`config.mk`:
```
export PLATFORM = sky130hd
export DESIGN_NAME = uarttx_frame_sender
export DESIGN_NICKNAME = d
export VERILOG_FILES = /design/src/rtl/uarttx_pkg.sv /design/src/rtl/uarttx_bit_timer.sv /design/src/rtl/uarttx_frame_sender.sv
export SDC_FILE = /design/constraint.sdc
export NUM_CORES = 1
export LEC_CHECK = 0
export CAP_MARGIN = 20
export CORE_AREA = 2 2 342 344
export DETAILED_ROUTE_END_ITERATION = 8
export DIE_AREA = 0 0 344 346
export REMOVE_ABC_BUFFERS = 1
export SLEW_MARGIN = 30
export SYNTH_ARGS = -nofsm -noshare
export SYNTH_HDL_FRONTEND = slang
export SYNTH_HIERARCHICAL = 1
export SYNTH_SLANG_ARGS = --single-unit
```
`constraint.sdc`:
```
create_clock -name clk -period 19.6 [get_ports clk]
set_input_delay 2.94 -clock clk [delete_from_list [all_inputs] [get_ports clk]]
set_output_delay 2.94 -clock clk [all_outputs]
set_load 0.005 [all_outputs]
```
`src/rtl/uarttx_pkg.sv`:
```
// Shared types and constants for the UART block transmitter.
// The optional parity bit is enabled by defining UARTTX_PARITY_EN.
package uarttx_pkg;

  typedef enum logic [2:0] {
    IDLE,
    START,
    DATA,
    PARITY,
    STOP
  } state_t;

  localparam logic START_BIT = 1'b0;
  localparam logic STOP_BIT  = 1'b1;
  localparam int   DATA_BITS = 8;

endpackage : uarttx_pkg

```
`src/rtl/uarttx_bit_timer.sv`:
```
// Bit-period timer: counts 0..CLKS_PER_BIT-1 while enabled and flags the
// terminal count so the frame FSM can advance to the next bit.
module uarttx_bit_timer
  import uarttx_pkg::*;
#(
  parameter int CLKS_PER_BIT = 10
) (
  input  logic clk,
  input  logic rst,
  input  logic enable,
  input  logic clear,
  output logic bit_strobe
);

  localparam int CW = $clog2(CLKS_PER_BIT);
  localparam logic [CW-1:0] LAST = CW'(CLKS_PER_BIT - 1);

  logic [CW-1:0] cnt_q;

  // Free-running bit counter that wraps at the end of each bit period.
  always_ff @(posedge clk) begin
    // NOTE: sequential state uses non-blocking assignments so every register
    // samples the pre-edge values, independent of statement order.
    if (rst || clear) begin
      cnt_q <= '0;
    end else if (enable) begin
      cnt_q <= (cnt_q == LAST) ? '0 : cnt_q + CW'(1);
    end
  end

  assign bit_strobe = enable && (cnt_q == LAST);

endmodule : uarttx_bit_timer

```
`src/rtl/uarttx_frame_sender.sv`:
```
// UART block transmitter: captures NUM_BYTES bytes on tx_start and sends them
// as back-to-back frames (start, 8 data LSB-first, [even parity], stop).
// Define UARTTX_PARITY_EN to insert the even-parity bit (8E1 frames).
module uarttx_frame_sender
  import uarttx_pkg::*;
#(
  parameter int NUM_BYTES    = 108,
  parameter int CLKS_PER_BIT = 10
) (
  input  logic                   clk,
  input  logic                   rst,
  input  logic                   tx_start,
  input  logic [8*NUM_BYTES-1:0] tx_data,
  output logic                   serial_out,
  output logic                   tx_busy,
  output logic                   tx_done
);

  localparam int BW = (NUM_BYTES > 1) ? $clog2(NUM_BYTES) : 1;
  localparam logic [BW-1:0] LAST_BYTE = BW'(NUM_BYTES - 1);

  state_t                 state_q, state_d;
  logic [8*NUM_BYTES-1:0] block_q, block_d;
  logic [BW-1:0]          byte_cnt_q, byte_cnt_d;
  logic [2:0]             bit_idx_q, bit_idx_d;
  logic [7:0]             byte_d;
  logic                   serial_d, busy_d, done_d;
  logic                   timer_clear, bit_strobe;

  uarttx_bit_timer #(
    .CLKS_PER_BIT(CLKS_PER_BIT)
  ) u_bit_timer (
    .clk       (clk),
    .rst       (rst),
    .enable    (state_q != IDLE),
    .clear     (timer_clear),
    .bit_strobe(bit_strobe)
  );

  // State, counters and registered line outputs.
  always_ff @(posedge clk) begin
    if (rst) begin
      state_q    <= IDLE;
      byte_cnt_q <= '0;
      bit_idx_q  <= '0;
      serial_out <= STOP_BIT;
      tx_busy    <= 1'b0;
      tx_done    <= 1'b0;
    end else begin
      state_q    <= state_d;
      byte_cnt_q <= byte_cnt_d;
      bit_idx_q  <= bit_idx_d;
      serial_out <= serial_d;
      tx_busy    <= busy_d;
      tx_done    <= done_d;
    end
  end

  // Block shift register: pure datapath, always reloaded on capture.
  always_ff @(posedge clk) begin
    // NOTE: the wide data register has no reset; its contents are never
    // observed before a capture overwrites them, so a reset would only add fanout.
    block_q <= block_d;
  end

  // Next-state, counter and line-level logic for the frame sequence.
  always_comb begin
    // NOTE: every output of this block gets a default first, so no path can
    // leave a signal unassigned and infer a latch.
    state_d     = state_q;
    block_d     = block_q;
    byte_cnt_d  = byte_cnt_q;
    bit_idx_d   = bit_idx_q;
    done_d      = 1'b0;
    timer_clear = 1'b0;

    case (state_q)
      IDLE: begin
        if (tx_start) begin
          block_d     = tx_data;
          byte_cnt_d  = '0;
          bit_idx_d   = '0;
          timer_clear = 1'b1;
          state_d     = START;
        end
      end
      START: begin
        if (bit_strobe) begin
          bit_idx_d = '0;
          state_d   = DATA;
        end
      end
      DATA: begin
        if (bit_strobe) begin
          if (bit_idx_q == 3'(DATA_BITS - 1)) begin
            bit_idx_d = '0;
`ifdef UARTTX_PARITY_EN
            state_d   = PARITY;
`else
            state_d   = STOP;
`endif
          end else begin
            bit_idx_d = bit_idx_q + 3'd1;
          end
        end
      end
`ifdef UARTTX_PARITY_EN
      PARITY: begin
        if (bit_strobe) state_d = STOP;
      end
`endif
      STOP: begin
        if (bit_strobe) begin
          if (byte_cnt_q == LAST_BYTE) begin
            done_d  = 1'b1;
            state_d = IDLE;
          end else begin
            byte_cnt_d = byte_cnt_q + BW'(1);
            block_d    = block_q >> 8;
            state_d    = START;
          end
        end
      end
      default: state_d = IDLE;
    endcase

    // Line level for the coming cycle, so serial_out is a plain register.
    byte_d   = block_d[7:0];
    busy_d   = (state_d != IDLE);
    serial_d = STOP_BIT;
    case (state_d)
      START:   serial_d = START_BIT;
      DATA:    serial_d = byte_d[bit_idx_d];
`ifdef UARTTX_PARITY_EN
      PARITY:  serial_d = ^byte_d;
`endif
      default: serial_d = STOP_BIT;
    endcase
  end

endmodule : uarttx_frame_sender

```
==> metrics.csv <==
metric;value;unit
outcome;complete, no violations;
Synth Instances;2079;
core area;0.115;mm^2
Area Overhead vs Synth;36.7;%
Avg Cell Area, Syn;17.1;um^2
number of synthesized flops with an enable pin;856;
peak supply drop;0.0000686;V
Reg area;0.0263;mm^2
WL/cell;22.4;um
H-tree Lvls;3;
routed vias;22900;
RSZ-0062 raised after global routing;false;
fillers;10400;
R2R depth;12;
number of cells on the worst hold path;2;
drt drc;0;
Multi-input gate area;0.00834;mm^2
post-route minimum period;8.08;ns
Die Height;346;um
Post-CTS Hold Fix Bufs;0;
Cell Pwr Density;91.8;mW/mm^2
number of global-route vias before repair;22600;
P_leak;0.0168;uW
CP required;19.88;ns
Synth cell types;51;
post-DR vias/cell;5.09;
TritonCTS clock tree;built;
grt total ovfl;0;
maximum number of pins on one net before global-route repair;200;
initial antenna violation count;54;
initial drt markers;1984;
post-cts resize count;0;
Peak Freq;124;MHz
Synth Warn #;6;
Setup Viol. Count Final;0;
DPL Wire Length;66.3;mm
Final Skew;0.0334;ns
gr usage total;15.9;%
worst-skew pair later-pin latency;0.67;ns
total CTS buffers;95;
row cnt;125;
RePlAce Congestion;0.796;
post-CTS setup repair buffer count;0;
Final period util;41.2;%
CP arrival;8.36;ns
critical path class;in2reg;
total power;4470;uW
share of cells above drive strength 1;5.77;%
first-pass GRT wire length;144;mm
Worst Hold Class;reg2reg;
Die Wd;344;um
Netlist Area Pre-Place;0.0356;mm^2
Final Hold Violating Endpoints;0;
Finished Layout Cells;4491;
worst-margin pin slew;1.11;ns
CTS Root Cell;clkbuf_16;
CP Capture Type;register;
DRT antenna net count;0;
post-synthesis async set-or-reset flop share;0;%
Placed Cells;4294;
Final nets;3740;
I/O pin cnt;870;
Routed WL;100;mm
Rel. slew slack;25.7;%
register area share after synthesis;73.7;%
Hold WS;0.447;ns
max-slew violations;0;
maxcap violations;0;
Worst-path clk slew;0.06;ns
Total Die Area;0.119;mm^2
largest fanout on the critical path;180;
Setup crit start kind;input port;
Clock Tree Buf Depth;3;
drt pass-1 iters;5;
ys flop type;edfxtp_1;
PortBufs;869;
Initial Util;30.9;%
Yosys reg bits;884;
clock sink count;884;
path summary, 6_finish.rpt:
path | startpoint | endpoint | slack (ns)
worst min register to register | block_q[7] | block_q[7] | 0.45
worst max register to register | state_q[2] | block_q[763] | 13.23
worst max-delay path | tx_start | block_q[763] | 11.52
worst min-delay path | block_q[7] | block_q[7] | 0.45
through the flow:
step / setup slack (ns) / util [%] / setup TNS [ns] / area (um^2)
after global placement: 10.55 / 39.4 / 0 / 45500
after CTS: 11.67 / 42.1 / 0 / 48600
final: 11.52 / 42.2 / 0 / 48700
after detailed placement: 10.94 / 39.4 / 0 / 45500
after floorplan: -7.88 / - / -6059.00 / 34600
after global routing: 11.28 / 42.2 / 0 / 48700
cell usage in the layout, fill, tap and decap left out, types with 6 or more instances in the layout:
cell / instances
clkdlybuf4s50_1: 869
edfxtp_1: 856
a22o_1: 848
clkbuf_16: 96
dfxtp_1: 28
diode_2: 21
clkinv_1: 21
nand2_1: 19
clkbuf_1: 19
clkinv_2: 17
nor2_1: 14
buf_4: 12
o211ai_1: 11
o21ai_0: 10
and2_1: 9
inv_1: 8
bufinv_16: 7
nor3_1: 6
buf_12: 6
cell type report:
| type | count | share of cell area [%] |
|---|---|---|
| diodes | 21 | 0.108 |
| clock buffers | 116 | 5.11 |
| clock inverters | 57 | 1.14 |
| inverters | 10 | 0.126 |
| multi-input cells | 986 | 17.1 |
| flip-flops and latches | 884 | 53.9 |
| well taps | 1524 | 3.92 |
| repair buffers | 893 | 18.5 |
metal layers:
layer  global-route usage (%)  wire length (um)  vias up
met3                     7.16             11300      192
met4                     5.43              2670       66
met2                     24.8             46600      795
met5                        0               451        -
met1                     19.5             39300    11400
li1                         -                 -    10400
Yosys cell counts, drive strengths merged, types with 4 or more instances:
master	count	share of area (%)
a21oi	5	0.070
a22o	848	21
a32oi	4	0.098
and2	9	0.16
buf	179	2.6
clkbuf	20	0.21
dfxtp	28	1.6
edfxtp	856	72
inv	9	0.095
nand2	20	0.22
nand4	4	0.070
nor2	15	0.17
nor2b	4	0.077
nor3	6	0.084
nor3b	5	0.12
o211ai	11	0.23
o21ai	11	0.19
or3	4	0.070
xor2	5	0.12
where the power goes:
group | switching [uW] | leakage, uW | internal [uW]
logic | 168 | 0.00660 | 245
clock network | 766 | 0.00148 | 1000
registers | 45.5 | 0.00874 | 2240
total | 980 | 0.0168 | 3490
kinds of logic after synthesis:
family | after synthesis | share of synthesized area [%]
AO/OA/AOI/OAI | 895 | 21.8
XOR/XNOR | 7 | 0.172
adder cells (fa/ha/maj) | 3 | 0.105
buffers and inverters | 209 | 2.89
flip-flops | 884 | 73.7
multiplexers | 3 | 0.0843
AND/OR/NAND/NOR | 78 | 1.21
worst max-delay path: stages:
cell,delay [ns]
clkdlybuf4s50_1,0.53
or4b_1,0.77
inv_16,0.58
nor2_2,0.19
inv_8,0.55
buf_6,0.69
buf_12,0.35
buf_16,0.43
buf_4,0.79
state kept, by name (all words and copies together), names as in the netlist:
| signal | flops |
|---|---|
| tx_done | 1 |
| bit_idx_q | 3 |
| byte_cnt_q | 7 |
| serial_out | 1 |
| state_q | 3 |
| block_q | 864 |
| tx_busy | 1 |
| u_bit_timer/cnt_q | 4 |
Power figures use the tool's default switching activity.
